**src/rtl/ib_arbiter.sv**
```systemverilog
// Two-requester, frame-atomic arbiter sharing one inputBuffer write port, with credit-based
// occupancy tracking and stall/drop flow control. Define IB_ARB_STATS_EN for traffic counters.
module ib_arbiter #(
    parameter int          N          = 8,
    parameter int          DATA_WIDTH = 32,
    parameter int          IB_DEPTH   = 4,
    parameter logic [7:0]  CFG_ID     = 8'd1
) (
    input  logic                              clk,
    input  logic                              reset,
    input  logic                              tracing,
    input  logic [7:0]                        configId,
    input  logic [7:0]                        configData,
    input  logic [1:0]                        req_valid,
    input  logic [1:0]                        req_eof,
    input  logic [N-1:0][DATA_WIDTH-1:0]      req_vec0,
    input  logic [N-1:0][DATA_WIDTH-1:0]      req_vec1,
    output logic [1:0]                        req_ready,
    input  logic                              deq_pulse,
    output logic                              enqueue,
    output logic                              eof_out,
    output logic [N-1:0][DATA_WIDTH-1:0]      vector_out,
    output logic                              grant_id,
    output logic [$clog2(IB_DEPTH):0]         occupancy
`ifdef IB_ARB_STATS_EN
   ,output logic [15:0]                       acc_cnt0,
    output logic [15:0]                       acc_cnt1,
    output logic [15:0]                       drop_cnt
`endif
);

    localparam int                OCC_W   = $clog2(IB_DEPTH) + 1;
    localparam logic [OCC_W-1:0]  OCC_MAX = OCC_W'(IB_DEPTH - 1);
    localparam logic [OCC_W-1:0]  OCC_ONE = OCC_W'(1);

    localparam logic [1:0] ST_IDLE = 2'd0;
    localparam logic [1:0] ST_ARB  = 2'd1;
    localparam logic [1:0] ST_LOCK = 2'd2;

    localparam logic [1:0] MODE_P0 = 2'd1;
    localparam logic [1:0] MODE_P1 = 2'd2;

    logic [1:0]                    state_q, state_d;
    logic                          rr_ptr_q, rr_ptr_d;
    logic                          lock_id_q, lock_id_d;
    logic [1:0]                    mode_q, mode_d;
    logic                          drop_on_full_q, drop_on_full_d;
    logic [OCC_W-1:0]              occupancy_q, occupancy_d;
    logic                          enqueue_q, enqueue_d;
    logic                          eof_out_q, eof_out_d;
    logic [N-1:0][DATA_WIDTH-1:0]  vector_out_q, vector_out_d;
    logic                          grant_id_q, grant_id_d;

    logic                          first_id;
    logic                          other_id;
    logic [1:0]                    granted;
    logic                          has_room;
    logic [1:0]                    xfer_vec;
    logic                          xfer;
    logic                          src_id;
    logic                          src_eof;
    logic [N-1:0][DATA_WIDTH-1:0]  src_vec;
    logic                          dropped;
    logic                          write;
    logic                          deq_eff;
    logic                          cfg_unused;

    assign cfg_unused = |configData[7:3];

    // Arbitration order for a fresh frame; mode 3 behaves as round-robin.
    always_comb begin
        // NOTE: every always_comb output gets a default first so no path can infer a latch.
        first_id = rr_ptr_q;
        case (mode_q)
            MODE_P0: first_id = 1'b0;
            MODE_P1: first_id = 1'b1;
            default: first_id = rr_ptr_q;
        endcase
        other_id = ~first_id;
    end

    always_comb begin
        granted = 2'b00;
        case (state_q)
            ST_ARB: begin
                if (tracing) begin
                    if (req_valid[first_id]) begin
                        granted[first_id] = 1'b1;
                    end else if (req_valid[other_id]) begin
                        granted[other_id] = 1'b1;
                    end
                end
            end
            ST_LOCK: granted[lock_id_q] = 1'b1;
            default: granted = 2'b00;
        endcase
    end

    // In drop mode the source is never stalled; full-buffer vectors are consumed and discarded.
    assign has_room  = drop_on_full_q | (occupancy_q < OCC_MAX);
    assign req_ready = has_room ? granted : 2'b00;

    assign xfer_vec  = req_valid & req_ready;
    assign xfer      = |xfer_vec;
    assign src_id    = xfer_vec[1];
    assign src_eof   = req_eof[src_id];
    assign src_vec   = src_id ? req_vec1 : req_vec0;
    assign dropped   = xfer & drop_on_full_q & (occupancy_q == OCC_MAX);
    assign write     = xfer & ~dropped;
    assign deq_eff   = deq_pulse & (occupancy_q != '0);

    always_comb begin
        state_d   = state_q;
        rr_ptr_d  = rr_ptr_q;
        lock_id_d = lock_id_q;
        case (state_q)
            ST_IDLE: begin
                if (tracing) begin
                    state_d = ST_ARB;
                end
            end
            ST_ARB: begin
                if (!tracing) begin
                    state_d = ST_IDLE;
                end else if (xfer) begin
                    if (src_eof) begin
                        rr_ptr_d = ~src_id;
                    end else begin
                        state_d   = ST_LOCK;
                        lock_id_d = src_id;
                    end
                end
            end
            ST_LOCK: begin
                // A frame in flight always completes, even after tracing drops.
                if (xfer && src_eof) begin
                    rr_ptr_d = ~src_id;
                    state_d  = tracing ? ST_ARB : ST_IDLE;
                end
            end
            default: state_d = ST_IDLE;
        endcase
    end

    always_comb begin
        occupancy_d = occupancy_q;
        case ({write, deq_eff})
            2'b10:   occupancy_d = occupancy_q + OCC_ONE;
            2'b01:   occupancy_d = occupancy_q - OCC_ONE;
            default: occupancy_d = occupancy_q;
        endcase
    end

    always_comb begin
        enqueue_d    = write;
        eof_out_d    = write & src_eof;
        vector_out_d = write ? src_vec : vector_out_q;
        grant_id_d   = write ? src_id  : grant_id_q;
    end

    always_comb begin
        mode_d         = mode_q;
        drop_on_full_d = drop_on_full_q;
        if (configId == CFG_ID) begin
            mode_d         = configData[1:0];
            drop_on_full_d = configData[2];
        end
    end

    always_ff @(posedge clk or posedge reset) begin
        if (reset) begin
            state_q        <= ST_IDLE;
            rr_ptr_q       <= 1'b0;
            lock_id_q      <= 1'b0;
            mode_q         <= 2'd0;
            drop_on_full_q <= 1'b0;
            occupancy_q    <= '0;
            enqueue_q      <= 1'b0;
            eof_out_q      <= 1'b0;
            vector_out_q   <= '0;
            grant_id_q     <= 1'b0;
        end else begin
            // NOTE: sequential state uses non-blocking assignments so every flop samples pre-edge values.
            state_q        <= state_d;
            rr_ptr_q       <= rr_ptr_d;
            lock_id_q      <= lock_id_d;
            mode_q         <= mode_d;
            drop_on_full_q <= drop_on_full_d;
            occupancy_q    <= occupancy_d;
            enqueue_q      <= enqueue_d;
            eof_out_q      <= eof_out_d;
            vector_out_q   <= vector_out_d;
            grant_id_q     <= grant_id_d;
        end
    end

    assign enqueue    = enqueue_q;
    assign eof_out    = eof_out_q;
    assign vector_out = vector_out_q;
    assign grant_id   = grant_id_q;
    assign occupancy  = occupancy_q;

`ifdef IB_ARB_STATS_EN
    localparam logic [15:0] CNT_MAX = 16'hFFFF;
    localparam logic [15:0] CNT_ONE = 16'd1;

    logic [15:0] acc_cnt0_q, acc_cnt0_d;
    logic [15:0] acc_cnt1_q, acc_cnt1_d;
    logic [15:0] drop_cnt_q, drop_cnt_d;

    // Saturating counters: they stick at all-ones instead of wrapping.
    always_comb begin
        acc_cnt0_d = acc_cnt0_q;
        acc_cnt1_d = acc_cnt1_q;
        drop_cnt_d = drop_cnt_q;
        if (write && !src_id && acc_cnt0_q != CNT_MAX) begin
            acc_cnt0_d = acc_cnt0_q + CNT_ONE;
        end
        if (write && src_id && acc_cnt1_q != CNT_MAX) begin
            acc_cnt1_d = acc_cnt1_q + CNT_ONE;
        end
        if (dropped && drop_cnt_q != CNT_MAX) begin
            drop_cnt_d = drop_cnt_q + CNT_ONE;
        end
    end

    always_ff @(posedge clk or posedge reset) begin
        if (reset) begin
            acc_cnt0_q <= '0;
            acc_cnt1_q <= '0;
            drop_cnt_q <= '0;
        end else begin
            acc_cnt0_q <= acc_cnt0_d;
            acc_cnt1_q <= acc_cnt1_d;
            drop_cnt_q <= drop_cnt_d;
        end
    end

    assign acc_cnt0 = acc_cnt0_q;
    assign acc_cnt1 = acc_cnt1_q;
    assign drop_cnt = drop_cnt_q;
`endif

endmodule
```
**config.mk**
```make
export PLATFORM = sky130hd
export DESIGN_NAME = ib_arbiter
export DESIGN_NICKNAME = d
export VERILOG_FILES = /design/src/rtl/ib_arbiter.sv
export SDC_FILE = /design/constraint.sdc
export NUM_CORES = 1
export LEC_CHECK = 0
export CAP_MARGIN = 20
export CORE_AREA = 2 2 310 312
export CTS_BUF_LIST = sky130_fd_sc_hd__clkbuf_2 sky130_fd_sc_hd__clkbuf_4 sky130_fd_sc_hd__clkbuf_8
export DETAILED_ROUTE_END_ITERATION = 8
export DIE_AREA = 0 0 312 314
export PLACE_DENSITY = 0.34
export RECOVER_POWER = 50
export SKIP_LAST_GASP = 1
export SLEW_MARGIN = 20
export SYNTH_ARGS = -nofsm -noshare
export SYNTH_HDL_FRONTEND = slang
export SYNTH_SLANG_ARGS = --single-unit
```
**constraint.sdc**
```tcl
create_clock -name clk -period 19.1 [get_ports clk]
set_input_delay 3.82 -clock clk [delete_from_list [all_inputs] [get_ports clk]]
set_output_delay 3.82 -clock clk [all_outputs]
set_load 0.005 [all_outputs]
```
Word level (Yosys, flattened, before mapping)
Cells that the tools add are included.
{"block": "totals", "inputBits": 536, "ff_bits": 269, "out_inout_bits": 264}
{"block": "classes", "n_eq_ne": 15, "n_lt_le_gt_ge": 8, "n_bitwise": 11, "addsub": 2, "n_mux": 32, "n_reduce_logical": 12}
{"op": "2-to-1 mux 256 bit", "count": 1}
{"op": "2-to-1 mux 2 bit", "count": 9}
{"op": "2-to-1 mux 1 bit", "count": 14}
{"op": "!= test 2 bit (second input constant)", "count": 5}
{"op": "== test 8 x 1 -> 1 bit (second input constant)", "count": 1}
{"op": "< comparator 1 x 2 -> 1 bit (second input constant)", "count": 4}
{"op": "AND reduction 4 bit", "count": 2}
{"op": "== test 2 x 1 -> 1 bit (second input constant)", "count": 3}
{"op": "== test 2 bit (second input constant)", "count": 3}
{"op": "!= test 3 bit (second input constant)", "count": 2}
{"op": "one-hot mux 2 bit (3 select lines)", "count": 1}
{"op": "one-hot mux 3 bit (2 select lines)", "count": 1}
{"op": "bitwise AND 1 bit", "count": 5}
{"op": "AND reduction 5 bit", "count": 1}
{"op": "logical AND 1 bit", "count": 4}
{"op": "inverter 1 bit", "count": 4}
{"op": "one-hot mux 1 bit (2 select lines)", "count": 2}
{"op": "one-hot mux 2 bit (2 select lines)", "count": 1}
{"op": "nonzero test 2 bit", "count": 2}
{"op": "adder 3 x 1 -> 3 bit (second input constant)", "count": 1}
{"op": "demux 1 bit (select 1 bit)", "count": 3}
{"op": "== test 3 x 2 -> 1 bit (second input constant)", "count": 1}
{"op": "greater-or-equal comparator 1 bit (second input constant)", "count": 3}
{"op": "< comparator 3 x 2 -> 1 bit (second input constant)", "count": 1}
{"op": "other kinds (6)", "count": 6}

Logic depth before layout (Yosys ltp)
Gate-level depths: netlist of the first run.
{"block": "depth", "ltp_word": 20, "depth_mapped": 13, "mapped_depth_nobuf": 13}

Worst setup path after synthesis of the first run
No wires, ideal clock.
{"block": "synth_path", "path_kind": "input to output", "startpoint": "in req_valid[0]", "endpoint": "out req_ready[0]", "n_path_buf": 0, "stages": 3, "arrival_ps": 4499, "path_slack_ps": 10781, "cell_sequence": "a21boi_1 -> o2111ai_1 -> a221oi_2"}
{"block": "synth_via", "elab_chain_len": 7, "word_cells_on_any_way": 9}
{"element": "start: declaration", "line_no": "14", "rtl": "input logic [1:0] req_valid,"}
{"element": "2-to-1 mux 1 bit (not written as such) (2 in series)", "line_no": "89", "rtl": "end else if (req_valid[other_id]) begin"}
{"element": "2-to-1 mux 2 bit", "line_no": "89"}
{"element": "2-to-1 mux 2 bit (*)", "line_no": "87", "rtl": "if (req_valid[first_id]) begin"}
{"element": "2-to-1 mux 2 bit (*)", "line_no": "86", "rtl": "if (tracing) begin"}
{"element": "one-hot mux 2 bit (2 select lines) (*)", "line_no": "84", "rtl": "case (state_q)"}
{"element": "2-to-1 mux 2 bit (*)", "line_no": "101", "rtl": "assign req_ready = has_room ? granted : 2'b00;"}
{"element": "end: declaration", "line_no": "18", "rtl": "output logic [1:0] req_ready,"}
Every way passes the cells marked *; elsewhere a longest branch is shown, timed or not. The select of a mux whose other input is x is not followed.

Worst setup path in the final report of the first run
Same ends and word-level chain as after synthesis.

==> impl_results.md, run 1 <==
- Failing checks: capacitance limit, slew limit
- Critical path arrival: slightly below 6 ns
- Worst path max stage delay: 0.65 ns
- Hold endpoint: vector_out[13]
- Layout cells sized above 1: 0.227
- Die Wd: 312 um
- Vias/cell: 3.53
- Total congestion overflow: 0
- Layout area overhead: 76.3%
- CORE AREA: roughly 0.094 mm2
- Fin. Hold Viols: 0
- Max-cap violations: 2
- Clk sinks: 269
- Critical path peak fanout: 7
- Number of global-route vias before repair: approximately 12000
- Clock buffer depth: 3
- R2R depth: 10
- Leak: 0.00981 uW
- PortBufs: around 790
- Hold Path Class: flip-flop to flip-flop
- Post-CTS Hold Fix Bufs: 0
- Syn nets: 1460
- CP Class: input port to primary output
- Slowest cell on crit path: clkdlybuf4s50_1
- Fin Clk Skew: 0.0224 ns
- CP Cell Sequence: clkdlybuf4s50_1, a21boi_1, o2111ai_1, a221oi_2, clkdlybuf4s50_1
- Dpl hpwl: approximately 45 mm
- Setup tns final: 0 ns
- FF-to-FF End: vector_out[192]
- Clock-pin slew on the worst setup and hold paths: approximately 0.05 ns
- CTS root buf: clkbuf_8
- Hold depth: 1
- Fillcell total: 10000
- Fraction of registers with async set/reset: 1.00
- Initial cell density of the core: 0.144
- # resized after CTS: 0
- Number of synthesized register bits: approximately 270
- Largest net degree at the start of global routing: 142
- Yosys warning count: 0
- Die area: 0.0980 mm2
- First-pass GRT wire length: 84.4 mm
- WL per Instance: 19.6 um
- Worst-Skew Late Latency: 0.67 ns
- Synth Cell Area: 0.0136 mm2
- RSZ-0062 raised after global routing: false
- Mean Syn Cell Area: 14.8 um2
- DRC viols: 0
- Drt first pass iters: 4
- TritonCTS clock tree: done
- Fin crit period: 9.77 ns
- Yosys cell types: 44
- Crit. End Element: primary output
- Rel. slew slack: -1.78
- Max Slew Vio Count: 137
- Worst reg2reg startpoint: mode_q[1]
- Most used cell, CP: clkdlybuf4s50_1
- Max Clk Rate: just over 100 MHz
- EDFF count, synth: 0
- Final #Nets: 2265
- Crit share post-route: 0.511
- H-tree depth: 2
- Site row count: around 110
- 1st-iter DRT viols: 222
- Routability congestion estimate: roughly 0.81
- Antenna viol nets, final: 0
- Cells after Synth: 916
- Total wire length: a little under 60 mm
- Worst vdd ir: roughly 0.059 mV
- Die height: 314 um
- Initial antenna violation count: 7
- Num CTS Buffers: between 50 and 60
- CP required: 15.28 ns
- Status: complete, but fails checks
- Ys flop type: dfrtp_1
- P per Cell Area: 114 mW/mm2
- Sequential fraction of the synthesis area: 0.495
- Hold Path Origin: vector_out[13]
- Worst-Margin Slew: 4.15 ns
- Postcts setup bufs: 0
- Final Cell Area: 0.0240 mm2
- Reg2reg setup slack: 14.41 ns
- Placed cell areas: 0.0227 mm2
- Vias: 10700
- Total track usage: 0.117
- IO Pins: 800
- Endpoints failing setup: 0
- Crit start category: input port
[logic make-up (layout without fill, tap and decap cells)]
group           after synthesis  count (layout)  synth area share
other cells                   0               6                 0
simple gates                 25              25            0.0103
compound gates               25              25            0.0130
fa+ha+maj                     8               8           0.00791
xor+xnor                      3               3           0.00193
mux                         519             519             0.430
flops                       269             269             0.495
buf+inv                      67             915            0.0422
[where the power goes]
| group | switching (uW) | internal (uW) |
|---|---|---|
| logic | 386 | 684 |
| registers | 120 | 833 |
| clock network | 294 | 409 |
| total | 800 | 1930 |
[worst max path at each step]
stage / from / endpoint / slack, ns / cells after the start
after floorplan: reset / drop_on_full_q / 7.87 / 1
after global placement: req_valid[1] / req_ready[0] / 9.34 / 5
after detailed placement: req_valid[0] / req_ready[0] / 9.37 / 5
after CTS: req_valid[0] / req_ready[0] / 9.31 / 5
after global routing: reset / vector_out[109] / 8.67 / 3
final: req_valid[0] / req_ready[0] / 9.33 / 5
[layout by cell type (no fill, tap or decap), types with 4 or more instances in the layout]
cell type | netlist | routed
diode_2 | 0 | 6
clkdlybuf4s50_1 | 0 | 663
clkbuf_8 | 0 | 76
mux2_2 | 288 | 288
buf_4 | 2 | 4
ha_1 | 7 | 7
a21oi_1 | 5 | 5
mux2_1 | 229 | 229
o21ai_0 | 4 | 4
inv_1 | 9 | 8
dfrtp_1 | 269 | 269
nand2_1 | 4 | 4
dlygate4sd3_1 | 0 | 131
nor2_1 | 5 | 5
nor2b_1 | 4 | 4
clkbuf_4 | 0 | 22
[metrics by stage]
stage | util | power [uW] | setup WS (ns) | hold WS [ns] | cells
after floorplan | - | 1320 | 7.87 | 0.479 | 916
after global routing | 0.254 | 2910 | 8.67 | 0.492 | 3035
after detailed placement | 0.240 | 2120 | 9.37 | 0.474 | 2925
after CTS | 0.254 | 2860 | 9.31 | 0.486 | 3029
final | 0.254 | 2720 | 9.33 | 0.475 | 3035
after global placement | 0.240 | 2120 | 9.34 | 0.468 | 2925
[critical path: cells and delay by family]
kind,cells,cell delay [ns]
compound gates,3,0.88
buf+inv,2,1.25
[synth_stat cells (2+ instances only)]
cell	number	area, um2
o21a_1	2	15.0
nor4b_1	2	17.5
buf_2	20	100
buf_12	2	40.0
a21oi_1	5	25.0
inv_1	9	33.8
buf_6	4	45.0
dfrtp_1	269	6730
mux2_1	229	2580
buf_4	2	15.0
nor2b_1	4	25.0
buf_8	20	300
nand3_1	2	10.0
nand2_1	4	15.0
a31oi_1	2	12.5
nand2b_1	2	12.5
ha_1	7	87.6
mux2i_1	2	20.0
nor2_1	5	18.8
nand4_1	2	12.5
o21ai_0	4	20.0
clkbuf_1	8	30.0
mux2_2	288	3240
xor2_1	2	17.5
[final cells by class]
type                            count  area (um2)  area share
Antenna cell                        6        15.0    0.000626
Clock inverter                      6        63.8     0.00266
Inverter                           10        51.3     0.00214
Tap cell                         1265        1580      0.0660
Timing Repair Buffer              801        8020       0.335
Clock buffer                       98        1210      0.0505
Sequential cell                   269        6730       0.281
Multi-Input combinational cell    580        6290       0.263
[state kept, by name (all words and copies together), names as in the netlist]
signal          cells
vector_out        256
occupancy           3
mode_q              2
state_q             2
drop_on_full_q      1
enqueue             1
eof_out             1
grant_id            1
lock_id_q           1
rr_ptr_q            1
[layer usage]
layer | up-vias | track usage | share of wire
li1 | 4965 | - | -
met5 | - | 0 | 0.00017
met1 | 5237 | 0.113 | 0.34
met4 | 2 | 0.0455 | 0.030
met3 | 100 | 0.0401 | 0.075
met2 | 413 | 0.227 | 0.56
Power figures use the tool's default switching activity.
==> inputs of run 2 (changes only) <==
Settings changed: CORE_AREA 2 2 310 312 to 2 2 311 313, DIE_AREA 0 0 312 314 to 0 0 313 315, PLACE_DENSITY 0.34 to 0.35.
Clock period 19.1 ns to 8.88 ns, I/O delays scaled along.
==> run 2 against run 1 <==
The run still ends with capacitance limit, slew limit left. Cell area fell by 0.20%. Final cell count rose by 0.20%. Combinational power rose by 110%. Clock skew rose by 0.0013 ns. Clock power rose by 110%. Sequential cell count did not move. Global-route usage fell by 0.26 points. Critical endpoint is now vector_out[42]. Largest cell class unchanged. Highest routed layer is now met4.
==> impl_results.md, run 2 (synthesis gave the netlist of run 1 again) <==
- FF-to-FF End: vector_out[42] (was vector_out[192])
- Layout cells sized above 1: 0.226 (was 0.227)
- Post-CTS Hold Fix Bufs: 0 (unchanged)
- RSZ-0062 raised after global routing: false (unchanged)
- Clk sinks: 269 (unchanged)
- Rel. slew slack: -1.60 (was -1.78)
- Max Clk Rate: approximately 150 MHz
- Total track usage: 0.115 (was 0.117)
- Hold depth: 1 (unchanged)
- Initial cell density of the core: 0.142 (was 0.144)
- GR Util met1: 0.111 (was 0.113)
- Total congestion overflow: 0 (unchanged)
- Tightest hold margin: 0.475 ns (about the same)
- R2R depth: 8 (was 10)
- Antenna viol nets, final: 0 (unchanged)
- Worst vdd ir: 0.107 mV (was 0.0586 mV)
- Crit. End Element: flip-flop (was primary output)
- Max Slew Vio Count: 275 (was 137)
- CP Cell Sequence: dlygate4sd3_1, nand3_1, a211oi_1, o211ai_1, clkbuf_2, buf_12, mux2_2, mux2_1 (was clkdlybuf4s50_1, a21boi_1, o2111ai_1, a221oi_2, clkdlybuf4s50_1)
- Endpoints failing setup: 0 (unchanged)
- IO Pins: 800 (unchanged)
- Switching share of total power: 0.293 (was 0.294)
- Die Wd: 313 um (was 312 um)
- Met2 Usage GRT: 0.221 (was 0.227)
- Slowest cell on crit path: clkbuf_2 (was clkdlybuf4s50_1)
- Site row count: 114 (was 113)
- Routability congestion estimate: 0.780 (was 0.813)
- Met3 Usage GRT: 0.0370 (was 0.0401)
- Cell Int Power: 4090 uW (was 1930 uW)
- Worst-Skew Late Latency: 0.68 ns (was 0.67 ns)
- Fin Clk Skew: 0.0237 ns (was 0.0224 ns)
- CORE AREA: 0.0957 mm2 (was 0.0944 mm2)
- Max-cap violations: 2 (unchanged)
- WL per Instance: 19.2 um (was 19.6 um)
- Number of global-route vias before repair: 11800 (was 12000)
- # resized after CTS: 0 (unchanged)
- Fin crit period: 6.56 ns
- Final #Nets: 2264 (was 2265)
- Vias/cell: 3.56 (was 3.53)
- Num CTS Buffers: 59 (unchanged)
- Most frequent cells in the layout: 638 x clkdlybuf4s50_1, 288 x mux2_2, 269 x dfrtp_1 (was 663 x clkdlybuf4s50_1, 288 x mux2_2, 269 x dfrtp_1)
- Hold Path Class: flip-flop to flip-flop (unchanged)
- 1st-iter DRT viols: 312 (was 222)
- Worst reg2reg startpoint: mode_q[1] (unchanged)
- Total wire length: 58.5 mm (was 59.4 mm)
- DRC viols: 0 (unchanged)
- CP Class: input port to flip-flop (was input port to primary output)
- Critical path arrival: 7.11 ns (was 5.95 ns)
- Setup tns final: 0 ns (unchanged)
- Layout area overhead: 75.9% (was 76.3%)
- First-pass GRT wire length: 82.4 mm (was 84.4 mm)
- Worst-Margin Slew: 3.90 ns (was 4.15 ns)
- Hold Path Origin: vector_out[230] (was vector_out[13])
- Hold endpoint: vector_out[230] (was vector_out[13])
- CP required: 9.44 ns (was 15.28 ns)
- Sequential power share: 0.355 (was 0.350)
- Dpl hpwl: 44.1 mm (was 45.2 mm)
- H-tree depth: 2 (unchanged)
- Clk network pwr share: 0.250 (was 0.258)
- Vias: 10800 (was 10700)
- Final Non-Filler Cells: 3041 (was 3035)
- Max reg flops: 256 (unchanged)
- Initial antenna violation count: 7 (unchanged)
- Crit share post-route: 0.738
- Clock buffer depth: 3 (unchanged)
- Post-layout util: 0.250 (was 0.254)
- Status: complete, but fails checks (unchanged)
- PortBufs: 794 (unchanged)
- Fin. Hold Viols: 0 (unchanged)
- Top Usage Layer GRT: met2 (unchanged)
- P per Cell Area: 242 mW/mm2 (was 114 mW/mm2)
- Cell Count Post-Placement: 2935 (was 2925)
- Worst path max stage delay: 2.65 ns (was 0.65 ns)
- CTS root buf: clkbuf_8 (unchanged)
- Largest net degree at the start of global routing: 143 (was 142)
- Clock-pin slew on the worst setup and hold paths: 0.05 ns (about the same)
- Most common cell after layout, fill and taps aside: clkdlybuf4s50_1 (unchanged)
- Critical path peak fanout: 142 (was 7)
- Reg2reg setup slack: 3.16 ns (was 14.41 ns)
- TritonCTS clock tree: done (unchanged)
- Die area: 0.0986 mm2 (was 0.0980 mm2)
- Die height: 315 um (was 314 um)
- Comb power frac: 0.395 (was 0.392)
- Leak: 0.00981 uW (about the same)
- Postcts setup bufs: 0 (unchanged)
- Failing checks: capacitance limit, slew limit (unchanged)
- Crit start category: input port (unchanged)
- P_sw: 1690 uW (was 800 uW)
- Drt first pass iters: 4 (unchanged)
==> run 2: changes by cell type in the layout (fill, tap and decap cells not counted), sizes merged <==
cell,before,now
clkdlybuf4s50,663,638
clkinvlp,3,1
inv,9,8
buf,6,4
dlygate4sd3,131,156
==> run 2: worst max-delay path, delay by kind of cell <==
| kind | cells | cell delay, ns |
|---|---|---|
| multiplexers | 2 | 0.76 |
| AND/OR/NAND/NOR | 1 | 0.13 |
| buffers and inverters | 3 | 3.80 |
| AO/OA/AOI/OAI | 2 | 0.32 |
==> run 2: how the worst max path moves through the flow <==
stage / start / end / slack [ns] / cells after the start
2_1_floorplan: reset / drop_on_full_q / 3.55 / 1
3_3_place_gp: req_valid[0] / req_ready[0] / 3.25 / 5
3_5_place_dp: req_valid[0] / req_ready[0] / 3.26 / 5
4_1_cts: req_valid[0] / req_ready[0] / 3.25 / 5
5_1_grt: tracing / vector_out[95] / 1.99 / 8
6_report: tracing / vector_out[42] / 2.32 / 8
==> run 2: cell type report <==
class / instances / area, um2
clock inverter: 3 / 40.0
inverter: 10 / 53.8
clock buffer: 97 / 1170
antenna: 6 / 15.0
sequential: 269 / 6730
tap: 1276 / 1600
timing repair buffer: 800 / 8030
fill: 10100 / 71800
multi-input combinational: 580 / 6290
==> run 2: power by group through the flow <==
stage          clock network [uW]  logic (uW)  registers [uW]
2_1_floorplan                   0         715            2120
3_3_place_gp                    0        2470            2070
4_1_cts                      1550        2470            2070
6_report                     1450        2280            2050
3_5_place_dp                    0        2460            2090
5_1_grt                      1600        2450            2130
==> run 2: through the flow <==
stage / setup slack (ns) / instance area [um2] / power (uW)
after floorplan: 3.55 / 13600 / 2830
after global placement: 3.25 / 22700 / 4550
after detailed placement: 3.26 / 22700 / 4550
after CTS: 3.25 / 23900 / 6090
after global routing: 1.99 / 23900 / 6180
final: 2.32 / 23900 / 5780
==> run 2: layer usage <==
layer / vias to the layer above / wire length, um / part of all wire
met4: 0 / 2010 / 0.034
met3: 85 / 4280 / 0.073
met1: 5330 / 19500 / 0.33
li1: 4962 / - / -
met2: 434 / 32700 / 0.56
met5: - / 0 / 0
==> RTL change, RTL diff (flow settings as in run 2) <==
The option `IB_ARB_STATS_EN` is turned on by a define.
--- a/src/rtl/ib_arbiter.sv
+++ b/src/rtl/ib_arbiter.sv
@@ -1,5 +1,7 @@
 // Two-requester, frame-atomic arbiter sharing one inputBuffer write port, with credit-based
 // occupancy tracking and stall/drop flow control. Define IB_ARB_STATS_EN for traffic counters.
+`define IB_ARB_STATS_EN
+
 module ib_arbiter #(
     parameter int          N          = 8,
     parameter int          DATA_WIDTH = 32,
Check against the original RTL (old outputs only; new: acc_cnt0, acc_cnt1 and drop_cnt): equivalent (Yosys induction, for registers that start in step).
==> RTL change against run 2 <==
The run still ends with max-capacitance violations, max-slew violations left. Non-clock buffer count increased by 55. Register-to-register slack better by 810 ps. Sequential power grew 18%. Wire length grew 29%. Sequential cell count up 48. Area after synthesis rose by 5.2%. Setup slack better by 490 ps. Total power rose by 17%. Cell area up 4.9%. Critical path type is now primary input to async pin. Largest power group unchanged. Highest routed layer unchanged.
==> RTL change: results (changes against run 2) <==
Total routed wirelength - 75.6 mm (+29%)
Largest net degree at the start of global routing - 158 (+10%)
Detailed placer's ending HPWL - 55.1 mm (+25%)
Reg2reg start - mode_q[1]
Status - complete, but fails checks
Worst-Skew Late Latency - 650 ps (-30 ps)
H-tree levels - 3 (+1)
Synth area leaders - dfrtp_1 (55%), o22ai_1 (11%), a21oi_1 (9.1%)
Reg2reg setup slack - 3970 ps (+810 ps)
Slew HR - -167% (-6.7 points)
Crit path to - vector_out[181]
Worst min path class - flop to flop
MaxCap Viol Count - 2 (unchanged)
Worst R2R Path Depth - 8 (unchanged)
Max reg flops - 256 (unchanged)
# resized after CTS - 0 (unchanged)
CTS clk-pin slew, worst paths - 50 ps (about the same)
Initial DRT Pass Iterations - 4 (unchanged)
Critical path type - primary input to async pin
R2r endpoint - acc_cnt0[7]
Leakage - 0.00995 uW (+1.3%)
Pins Over Slew Limit - 185 (-33%)
Vias/cell - 4.09 (+15%)
CP max FO - 146 (+2.8%)
Worst EP arrival - 5870 ps (-1240 ps)
Worst path max stage delay - 2710 ps (+60 ps)
Slowest stage cell, crit path - clkbuf_2
Final Skew - 26.1 ps (+2.34 ps)
Yosys cell types - 61 (+39%)
Nets - 2,801 (+24%)
Synth warnings - 0 (unchanged)
IR drop worst, VDD - 0.113 mV (+5.5%)
Gr usage total - 14.7% (+3.3 points)
Initial drt markers - 621 (+99%)
Root Buffer - clkbuf_8
Vias in the first global route - 15,500 (+31%)
Register area share after synthesis - 55.4% (+5.9 points)
Failing checks - max-capacitance violations, max-slew violations
Top post-synthesis cells by count - dfrtp_1 (317), nor2_1 (271), a21oi_1 (260), o22ai_1 (256), clkbuf_1 (49)
Clock tree buffer depth - 3 (unchanged)
First-pass GRT wire length - 107 mm (+30%)
Port bufs - 842 (+6.0%)
Worst Setup SP - reset
Initial antenna violation count - 3 (-4)
Number of buffers created by CTS - 68 (+15%)
Synth async-reset ratio - 100% (unchanged)
Post-Syn Nets - 1,995 (+37%)
Setup repair bufs after CTS - 0 (unchanged)
Layout cells sized above 1 - 6.27% (-16 points)
GP Congestion - 0.839 (+7.5%)
-- RTL change: power breakdown --
part / switching, uW / total, uW / internal (uW)
sequential: 336 / 2410 / 2070
clock: 697 / 1630 / 938
combinational: 1200 / 2690 / 1500
total: 2230 / 6740 / 4510
-- RTL change: final cells by class --
class	instances	area, um2
well taps	1276	1600
flip-flops and latches	317	7930
repair buffers	855	8570
diodes	4	10.0
fillers	10200	70600
clock buffers	103	1270
multi-input cells	994	5550
clock inverters	10	90.1
inverters	18	76.3
-- RTL change: logic make-up after synthesis --
logic type | share of synthesized area [%]
AO/OA/AOI/OAI | 22.2
XOR/XNOR | 2.82
adder cells (fa/ha/maj) | 1.01
buffers and inverters | 5.81
flip-flops | 55.4
multiplexers | 0.936
AND/OR/NAND/NOR | 11.7
-- RTL change: worst min path at each step --
stage	endpoint	slack [ps]	from	cells after the start
after detailed placement	drop_cnt[5]	490	drop_cnt[5]	1
after global placement	drop_cnt[5]	480	drop_cnt[5]	1
after floorplan	mode_q[0]	480	mode_q[0]	1
final	drop_cnt[8]	490	drop_cnt[8]	1
after global routing	drop_cnt[5]	510	drop_cnt[5]	1
after CTS	drop_cnt[5]	500	drop_cnt[5]	1
-- RTL change: per-stage QoR --
step                      worst slack, ps  cells  hold WS (ps)  area [um2]
after floorplan                      2880   1448           479       14300
after global placement               3360   3460           484       23800
after detailed placement             3320   3460           491       23800
after CTS                            3320   3573           500       25100
after global routing                 1900   3577           512       25100
final                                2810   3577           495       25100
-- RTL change: layer usage --
metal	vias up	wire length (um)	track usage [%]
met5	-	0	0
met4	0	2330	5.27
met3	124	6230	5.07
met2	576	36900	24.9
met1	7037	30100	17.2
li1	6897	-	-
-- RTL change: worst max-delay path, delay by kind of cell --
kind / cells / cell delay, ps
buf+inv: 3 / 3740
